--- src/rtl/uart_rx.sv ---
// ---------------------------------------------------------------------------
// uart_rx -- 8N1 UART receiver, LSB first, idle-high line.
//
// The asynchronous rx pin goes through a two-flop synchronizer. A falling
// edge seen in IDLE starts a frame. The start bit is confirmed at its
// mid-point. The eight data bits and the stop bit are then sampled exactly
// CLKS_PER_BIT cycles apart, so every sample lands near the middle of its bit.
//
// Ports
//   clk_3125KHz : the only clock; all logic is on its rising edge
//   reset       : synchronous, active-high reset
//   rx          : asynchronous serial input
//   rx_msg      : last correctly framed byte; held until the next good byte
//   rx_complete : one-cycle pulse in the cycle rx_msg has just been updated
//   frame_err   : one-cycle pulse when the stop bit was sampled low
//   rx_busy     : high whenever the receiver is not in IDLE
// ---------------------------------------------------------------------------
module uart_rx #(
  parameter int CLKS_PER_BIT = 27,
  parameter int HALF_BIT     = 13
) (
  input  logic       clk_3125KHz,
  input  logic       reset,
  input  logic       rx,
  output logic [7:0] rx_msg,
  output logic       rx_complete,
  output logic       frame_err,
  output logic       rx_busy
);

  localparam int CNT_W = (CLKS_PER_BIT > 1) ? $clog2(CLKS_PER_BIT) : 1;
  localparam logic [CNT_W-1:0] CNT_LAST = CNT_W'(CLKS_PER_BIT - 1);
  localparam logic [CNT_W-1:0] CNT_HALF = CNT_W'(HALF_BIT);

  typedef enum logic [2:0] {
    S_IDLE    = 3'd0,
    S_START   = 3'd1,
    S_DATA    = 3'd2,
    S_STOP    = 3'd3,
    S_CLEANUP = 3'd4,
    S_BREAK   = 3'd5
  } state_t;

  state_t           r_state,     w_state_next;
  logic [CNT_W-1:0] r_cnt,       w_cnt_next;
  logic [2:0]       r_bit_idx,   w_bit_idx_next;
  logic [7:0]       r_shift,     w_shift_next;
  logic [7:0]       r_msg,       w_msg_next;
  logic             r_complete,  w_complete_next;
  logic             r_frame_err, w_frame_err_next;
  logic             r_sync1,     r_sync2;

  // Synchronizer resets to the idle (high) level so that reset never
  // manufactures a start edge.
  always_ff @(posedge clk_3125KHz) begin
    if (reset) begin
      r_sync1 <= 1'b1;
      r_sync2 <= 1'b1;
    end else begin
      r_sync1 <= rx;
      r_sync2 <= r_sync1;
    end
  end

  always_ff @(posedge clk_3125KHz) begin
    if (reset) begin
      r_state     <= S_IDLE;
      r_cnt       <= '0;
      r_bit_idx   <= '0;
      r_shift     <= 8'h00;
      r_msg       <= 8'h00;
      r_complete  <= 1'b0;
      r_frame_err <= 1'b0;
    end else begin
      r_state     <= w_state_next;
      r_cnt       <= w_cnt_next;
      r_bit_idx   <= w_bit_idx_next;
      r_shift     <= w_shift_next;
      r_msg       <= w_msg_next;
      r_complete  <= w_complete_next;
      r_frame_err <= w_frame_err_next;
    end
  end

  always_comb begin
    w_state_next     = r_state;
    w_cnt_next       = r_cnt;
    w_bit_idx_next   = r_bit_idx;
    w_shift_next     = r_shift;
    w_msg_next       = r_msg;
    w_complete_next  = 1'b0;
    w_frame_err_next = 1'b0;

    case (r_state)
      S_IDLE: begin
        w_cnt_next     = '0;
        w_bit_idx_next = '0;
        if (!r_sync2) begin
          w_state_next = S_START;
        end
      end

      // A start bit that is no longer low at its mid-point was a glitch.
      S_START: begin
        if (r_cnt == CNT_HALF) begin
          w_cnt_next     = '0;
          w_bit_idx_next = '0;
          w_state_next   = r_sync2 ? S_IDLE : S_DATA;
        end else begin
          w_cnt_next = r_cnt + 1'b1;
        end
      end

      // The counter restarts at the start-bit mid-point, so each sample
      // taken at CNT_LAST falls a whole bit period later, mid-bit.
      S_DATA: begin
        if (r_cnt == CNT_LAST) begin
          w_cnt_next              = '0;
          w_shift_next[r_bit_idx] = r_sync2;
          if (r_bit_idx == 3'd7) begin
            w_bit_idx_next = '0;
            w_state_next   = S_STOP;
          end else begin
            w_bit_idx_next = r_bit_idx + 1'b1;
          end
        end else begin
          w_cnt_next = r_cnt + 1'b1;
        end
      end

      S_STOP: begin
        if (r_cnt == CNT_LAST) begin
          w_cnt_next = '0;
          if (r_sync2) begin
            w_msg_next      = r_shift;
            w_complete_next = 1'b1;
            w_state_next    = S_CLEANUP;
          end else begin
            w_frame_err_next = 1'b1;
            w_state_next     = S_BREAK;
          end
        end else begin
          w_cnt_next = r_cnt + 1'b1;
        end
      end

      // One cycle only, so a start bit that follows the stop bit with no
      // gap is still caught in IDLE.
      S_CLEANUP: begin
        w_state_next = S_IDLE;
      end

      // A line held low after a bad stop bit must not be re-framed.
      S_BREAK: begin
        if (r_sync2) begin
          w_state_next = S_IDLE;
        end
      end

      default: begin
        w_state_next = S_IDLE;
      end
    endcase
  end

  assign rx_msg      = r_msg;
  assign rx_complete = r_complete;
  assign frame_err   = r_frame_err;
  assign rx_busy     = (r_state != S_IDLE);

endmodule

--- config.mk ---
export PLATFORM = sky130hd
export DESIGN_NAME = uart_rx
export DESIGN_NICKNAME = d
export VERILOG_FILES = /design/src/rtl/uart_rx.sv
export SDC_FILE = /design/constraint.sdc
export NUM_CORES = 1
export LEC_CHECK = 0
export CAP_MARGIN = 0
export CORE_MARGIN = 3
export CORE_UTILIZATION = 35
export DETAILED_ROUTE_END_ITERATION = 12
export SKIP_LAST_GASP = 1
export SYNTH_ARGS = -nofsm -noshare
export SYNTH_HDL_FRONTEND = slang
export SYNTH_SLANG_ARGS = --single-unit
--- constraint.sdc ---
create_clock -name clk_3125KHz -period 2.5 [get_ports clk_3125KHz]
set_input_delay 0.375 -clock clk_3125KHz [delete_from_list [all_inputs] [get_ports clk_3125KHz]]
set_output_delay 0.375 -clock clk_3125KHz [all_outputs]
set_load 0.02 [all_outputs]
### After elaboration in Yosys (flattened, before gate mapping)

Cells that the tools add are included.

| operators by class | value |
|---|---|
| bitwise operators | 2 |
| muxes and demuxes | 21 |
| eq/ne operators | 13 |
| add/sub/neg operators | 2 |
| order comparisons | 2 |
| reduce and logical (&&, ||, !) cells | 11 |

Operators by type and width:

| operator | number |
|---|---|
| $mux 3 | 9 |
| $pmux 3 s5 | 1 |
| $pmux 5 s3 | 1 |
| $ne 2x2->1 const B | 6 |
| $mux 5 | 2 |
| $pmux 3 s3 | 1 |
| $reduce_bool 3->1 | 3 |
| $bwmux 8 | 1 |
| $eq 3x2->1 const B | 2 |
| $eq 3x3->1 const B | 2 |
| $reduce_and 3->1 | 2 |
| $reduce_and 6->1 | 1 |
| $add 5x1->5 const B | 1 |
| $eq 5x4->1 const B | 1 |
| $eq 5x5->1 const B | 1 |
| $lt 3x4->1 const B | 1 |
| $mux 1 | 4 |
| $add 3x1->3 const B | 1 |
| $demux 1 s3 | 1 |
| $eq 3x1->1 const B | 1 |
| $ge 3x1->1 const B | 1 |
| $logic_not 3->1 | 1 |
| $reduce_or 3->1 | 1 |
| $mux 2 | 1 |
| 4 further kinds | 5 |

| storage, ports and cells | value |
|---|---|
| output and inout port bits | 11 |
| bits in registers | 31 |
| bits of input ports | 3 |
| logic and storage cells | 60 |

### Logic depth before layout (Yosys ltp)

| depth | value |
|---|---|
| depth after elaboration | 5 |
| depth in mapped cells | 7 |

### Worst setup path before layout

Ideal clock, no wire load.

| timing | value |
|---|---|
| path kind | register to register |
| start point | reg r_cnt[0] |
| end point | reg r_msg[0] (netlist: rx_msg[0]) |
| period minus slack after synthesis | 1557 ps |
| stages on the path, launching flop included | 7 |
| data arrival time | 1429 ps |
| slack | 943 ps |
| buffers on the path | 0 |
| cell sequence | dfxtp_1 > inv_1 > ha_1 > nand4b_4 > nor3_4 > mux2i_1 > nor2_1 |

| on the way | value |
|---|---|
| cells in the longest elaborated chain, start to end | 2 |

Ends and longest elaborated chain:

| what | line | source |
|---|---|---|
| start: declaration | 45 | `logic [CNT_W-1:0] r_cnt, w_cnt_next;` |
| start signal: assignment | 76 | `r_cnt <= w_cnt_next;` |
| $eq 5x5->1 | 132 | `if (r_cnt == CNT_LAST) begin` |
| $reduce_and 3->1 (no source line) | - |  |
| end signal: assignment | 79 | `r_msg <= w_msg_next;` |
| end: declaration | 48 | `logic [7:0] r_msg, w_msg_next;` |

Every way passes these cells.
A chain may end at the register's enable or synchronous reset.

### Worst setup path in the final report

| timing | value |
|---|---|
| start point | reg r_state[2] |
| end point | out rx_busy |

| on the way | value |
|---|---|
| cells in the longest elaborated chain, start to end | 1 |

Ends and longest elaborated chain:

| what | line | source |
|---|---|---|
| start: declaration | 44 | `state_t r_state, w_state_next;` |
| start signal: assignment | 75 | `r_state <= w_state_next;` |
| $reduce_bool 3->1 | 169 | `assign rx_busy = (r_state != S_IDLE);` |
| end: declaration | 28 | `output logic rx_busy` |

Every way passes these cells.

==> reports/results.ini <==
[clocking]
cts.sinks=31
insertion_delay_ns=0.28
numCtsBuffers=5
cts_hold_buf=0
cts_setup_buffers=0
clock_path_buffers=2
root_buffer=clkbuf_8
post_cts_resized=0
cts_tree=done
clk_pin_slew_ns=0.07
cts.htree.levels=2

[layout]
finalNetCount=174
stdcell_count=215
layout_common_cells=dfxtp_1 (31), nor2_1 (20), mux2i_1 (16)
syn2layout_area_growth_pct=17.5
drive_gt1_share_pct=10.2
diodes=0
final_common_cell=dfxtp_1
finalInstanceArea_mm2=0.00169

[flow_run]
drv_cap=0

[route]
drt_first_pass_iters=4
drt_iter0_drc=120
avgViaCountPerCell=5.33
topRoutingLayerUsed=met4
wl_met2_um=1250
vias=1146
drt_wl_total_um=2850
ant_nets=0
route.detailed.wl_per_inst_um=13.2
met1_length_um=1390
dr_wl_met3_um=147
drc_errors=0

[timing]
slew_headroom_pct=55.5
rsz0062_at_grt=no
setup_viol=0
setup_tns_ns=0
fin_ws_ns=0.335
drv_slew=0
tightest_slew_ns=0.659
finalClockSkew_ns=0.00383
finalCritPeriodShare_pct=86.6
period_minus_slack_ns=2.17
hold_viol=0
max_freq_ghz=0.462

[global_route]
grt_pass1_vias=1100
gr-total-overflow=0
grt_pass1_wl_um=5060
grt_usage_pct=13.0
antenna_found_initial=0
grt_max_degree=24

[critical_path]
crit_type=reg2out
worstPathArrival_ns=1.79
crit_family=flip-flops
critPathSlowestCell=dfxtp_1
max_stage_delay_ns=0.72
r2r_slack_ns=0.75
critPathRequiredTime_ns=2.12
endpoint_kind=output port
cp-start-kind=flop
critPathBufInv=1
cp_max_fo=21
crit_chain=or3_1 > clkdlybuf4s50_1

[yosys]
synth_top_area_share_pct=43.2
synth_cells=154
syn_area_mm2=0.00144
ys_seq_elements=31
yosys_most_used_dff=dfxtp_1
syn_area_per_cell_um2=9.34
synthesis.nets=162
synth_largest_area_cell=dfxtp_1
synthDistinctLibCells=35
synth.yosys.seq_area_share_pct=43.2
async_flop_share_pct=0
synthTopCellsByArea=dfxtp_1 (43%), mux2i_1 (11%), nor2_1 (5.2%)
ys_warn_count=0
synth-edff-count=0

[floorplan]
die_h_um=70.1
dieWidth_um=70.1
rows=22
start_util_pct=37.8
io_pins=14
core_area_mm2=0.00380
dieArea_mm2=0.00491

[worst_hold_path]
hold_class=reg2reg

[pwr]
ir_drop_v=0.000315
powerDensity_mw_per_mm2=545
p_leak_nw=0.684

[placement]
pre_cts_ws_ns=0.639
dp_hpwl_um=1930
port_buffers=13
dp_cells=207
place_congestion=0.831
post_dp_cell_area_mm2=0.00160

[run_status]
status=complete, no violations

## worst reg2reg max path, stage by stage (launching register included)
cell	delay [ns]
dfxtp_1	0.36
inv_1	0.07
ha_1	0.20
nand4b_4	0.18
nor3_4	0.52
mux2i_1	0.25
nor2_1	0.06
## synthesized netlist by cell type (3+ instances only)
| cell | number |
|---|---|
| nand3_1 | 8 |
| o21ai_0 | 8 |
| nor3b_1 | 4 |
| nor4_1 | 4 |
| clkbuf_1 | 9 |
| dfxtp_1 | 31 |
| nor2_1 | 20 |
| mux2i_1 | 16 |
| a21oi_1 | 5 |
| or3_1 | 3 |
| ha_1 | 5 |
| inv_1 | 3 |
| nand2_1 | 8 |
## cells by family after synthesis
family          Yosys count  synth area share (%)
simple gates             67                  27.7
mux                      16                  11.1
flops                    31                  43.2
fa+ha+maj                 5                  4.35
buf+inv                  13                  3.48
compound gates           22                  10.2
## registers in the layout, indices dropped and copies added, names as in the netlist
signal / count
r_cnt: 5
rx_complete: 1
r_bit_idx: 3
r_sync1: 1
r_state: 3
frame_err: 1
r_sync2: 1
rx_msg: 8
r_shift: 8
## final timing paths
kind	endpoint	start	depth (start not counted)
worst min-delay path	r_sync2	r_sync1	1
worst max register to register	rx_msg[3]	r_cnt[0]	6
worst min register to register	r_sync2	r_sync1	1
worst max-delay path	rx_busy	r_state[2]	2
## area by class of cell
class	instances	area [um2]
Clock buffer	6	72.6
Clock inverter	2	12.5
Fill cell	363	2110
Inverter	3	11.3
Multi-Input combinational cell	110	767
Sequential cell	31	621
Tap cell	48	60.1
Timing Repair Buffer	15	145
## per-layer routing
metal	vias to the layer above	track usage (%)
met5	-	0
met4	0	7.66
met2	33	18.7
met3	6	4.89
li1	580	-
met1	527	16.5
## power by group
part,leakage [nW],internal (mW),switching [mW],total (mW)
combinational,0.393,0.0131,0.0187,0.0318
clock,0.0412,0.194,0.192,0.386
sequential,0.250,0.497,0.00683,0.504
## stage by stage
step | hold WS [ns] | power (mW) | util, %
6_report | 0.416 | 0.921 | 44.5
5_1_grt | 0.435 | 0.958 | 44.5
4_1_cts | 0.423 | 0.935 | 44.5
3_5_place_dp | 0.405 | 0.546 | 42.2
3_3_place_gp | 0.404 | 0.545 | 42.2
2_1_floorplan | 0.389 | 0.534 | -
No activity file was read; power rests on OpenSTA's default activity.
==> variant (same settings) <==
Take the reset off `r_shift` and load it in a clocked block of its own.
--- a/src/rtl/uart_rx.sv
+++ b/src/rtl/uart_rx.sv
@@ -68,5 +68,4 @@
       r_cnt       <= '0;
       r_bit_idx   <= '0;
-      r_shift     <= 8'h00;
       r_msg       <= 8'h00;
       r_complete  <= 1'b0;
@@ -76,9 +75,12 @@
       r_cnt       <= w_cnt_next;
       r_bit_idx   <= w_bit_idx_next;
-      r_shift     <= w_shift_next;
       r_msg       <= w_msg_next;
       r_complete  <= w_complete_next;
       r_frame_err <= w_frame_err_next;
     end
+  end
+
+  always_ff @(posedge clk_3125KHz) begin
+    r_shift <= w_shift_next;
   end
 
Function: no difference found for any inputs over 10 cycles, from zero or initial values and one cycle with reset high; that may be too few to reach the edited logic, so the function may still have changed.
==> variant against the original RTL <==
- worst hold slack gained 0.0030 ns
- largest cell class is now sequential cells
- critical path type unchanged
- area after synthesis is 5.9% lower
- wire length is 18% lower
- critical path depth unchanged
- sequential power up 4%
- sequential cell count unchanged
- power grew 9.9%
- global-route usage is 0.95 points lower
- setup slack better by 0.13 ns
- cell area fell by 3.4%
- highest routed layer unchanged
==> variant: results (changes against the original RTL) <==
<table>
<tr><th>Metric</th><th>Value</th></tr>
<tr><th colspan="2">Synth</th></tr>
<tr><td>Commonest cells in the netlist</td><td>23 x dfxtp_1, 20 x nor2_1, 8 x edfxtp_1, 8 x mux2i_1 (was 31 x dfxtp_1, 20 x nor2_1, 16 x mux2i_1)</td></tr>
<tr><td>Adder-cell share of the synthesized area</td><td>4.63% (was 4.35%)</td></tr>
<tr><td>Number of enable-type register cells in the synthesized netlist</td><td>8 (was 0)</td></tr>
<tr><td>Count of different cell masters after synthesis</td><td>32 (was 35)</td></tr>
<tr><td>Fraction of the mapped netlist area in compound gates</td><td>9.16% (was 10.2%)</td></tr>
<tr><td>Share of cell area taken by muxes after synthesis</td><td>5.92% (was 11.1%)</td></tr>
<tr><td>Average cell area after synthesis</td><td>10.0 µm² (was 9.34 µm²)</td></tr>
<tr><th colspan="2">GRT</th></tr>
<tr><td>Met2 capacity usage during global routing</td><td>19.7% (was 18.7%)</td></tr>
<tr><td>Largest net degree at the start of global routing</td><td>20 (was 24)</td></tr>
<tr><td>Global routing met3 resource utilization</td><td>4.43% (was 4.89%)</td></tr>
<tr><td>GRT Total Usage</td><td>12.1% (was 13.0%)</td></tr>
<tr><td>Via count of the first global-routing pass</td><td>946 (was 1100)</td></tr>
<tr><td>Met1 usage</td><td>14.8% (was 16.5%)</td></tr>
<tr><th colspan="2">Power and ir drop</th></tr>
<tr><td>Maximum resistive drop on vdd</td><td>371 µV (was 315 µV)</td></tr>
<tr><td>Power of the combinational group</td><td>26.3 µW (was 31.8 µW)</td></tr>
<tr><td>Comb power frac</td><td>2.6% (was 3.5%)</td></tr>
<tr><th colspan="2">Place</th></tr>
<tr><td>Routability-driven placement congestion ratio</td><td>0.732 (was 0.831)</td></tr>
<tr><td>Placed Cells incl. Taps</td><td>189 (was 207)</td></tr>
<tr><th colspan="2">Routing</th></tr>
<tr><td>Met1 Wirelength</td><td>1090 µm (was 1390 µm)</td></tr>
<tr><td>Detail Route met3 WL</td><td>98 µm (was 147 µm)</td></tr>
<tr><td>Wire per inst</td><td>11.9 µm (was 13.2 µm)</td></tr>
<tr><th colspan="2">Finish</th></tr>
<tr><td>Layout Nets</td><td>158 (was 174)</td></tr>
<tr><td>Area taken by flip-flops and latches</td><td>701 µm² (was 621 µm²)</td></tr>
<tr><td>Fraction of final layout cells with drive strength greater than 1</td><td>8.61% (was 10.2%)</td></tr>
<tr><th colspan="2">Worst setup path</th></tr>
<tr><td>Biggest fanout along the worst timing path</td><td>15 (was 21)</td></tr>
<tr><td>Worst endpoint data arrival time</td><td>1.67 ns (was 1.79 ns)</td></tr>
<tr><th colspan="2">Outcome</th></tr>
<tr><td>Result of the run</td><td>finished clean (unchanged)</td></tr>
</table>
-- variant: changes by cell type after synthesis, moves of 3 or more --
cell / delta
clkbuf_1: -3
nor3_1: +6
edfxtp_1: +8
mux2i_1: -8
o21ai_0: -5
nand2b_1: +3
dfxtp_1: -8
-- variant: layout make-up --
class                           count  share of cell area, %
Clock buffer                        7                   4.68
Clock inverter                      1                   1.84
Inverter                            5                   1.15
Multi-Input combinational cell     93                   37.4
Sequential cell                    31                   42.9
Tap cell                           46                   3.53
Timing Repair Buffer               14                   8.44
-- variant: logic make-up (layout without fill, tap and decap cells) --
kind of cell               Yosys count  in the layout
and+or+nand+nor                     61             61
DFF                                 31             31
AOI/OAI and AO/OA                   19             19
buffers and inverters               11             27
muxes                                8              8
adders and majority gates            5              5
-- variant: how the worst max path moves through the flow --
stage,start,end,slack (ns),cells past startpoint
final,r_state[2],rx_busy,0.46,2
after global routing,r_cnt[1],r_shift[0],0.33,5
after CTS,r_state[2],rx_busy,0.44,2
after detailed placement,r_cnt[0],r_shift[0],0.55,6
after global placement,r_cnt[0],r_shift[1],0.70,6
after floorplan,r_cnt[0],r_bit_idx[0],0.78,6
-- variant: per-stage QoR --
| step | setup WS, ns | hold WS, ns |
|---|---|---|
| after global routing | 0.325 | 0.436 |
| final | 0.460 | 0.419 |
| after CTS | 0.438 | 0.424 |
| after global placement | 0.697 | 0.399 |
| after floorplan | 0.783 | 0.389 |
| after detailed placement | 0.553 | 0.404 |
-- variant: worst max-delay path, cell delays in order, from the launching register on --
cell and delay, ns:
dfxtp_1 0.45, or3_1 0.40, clkdlybuf4s50_1 0.54
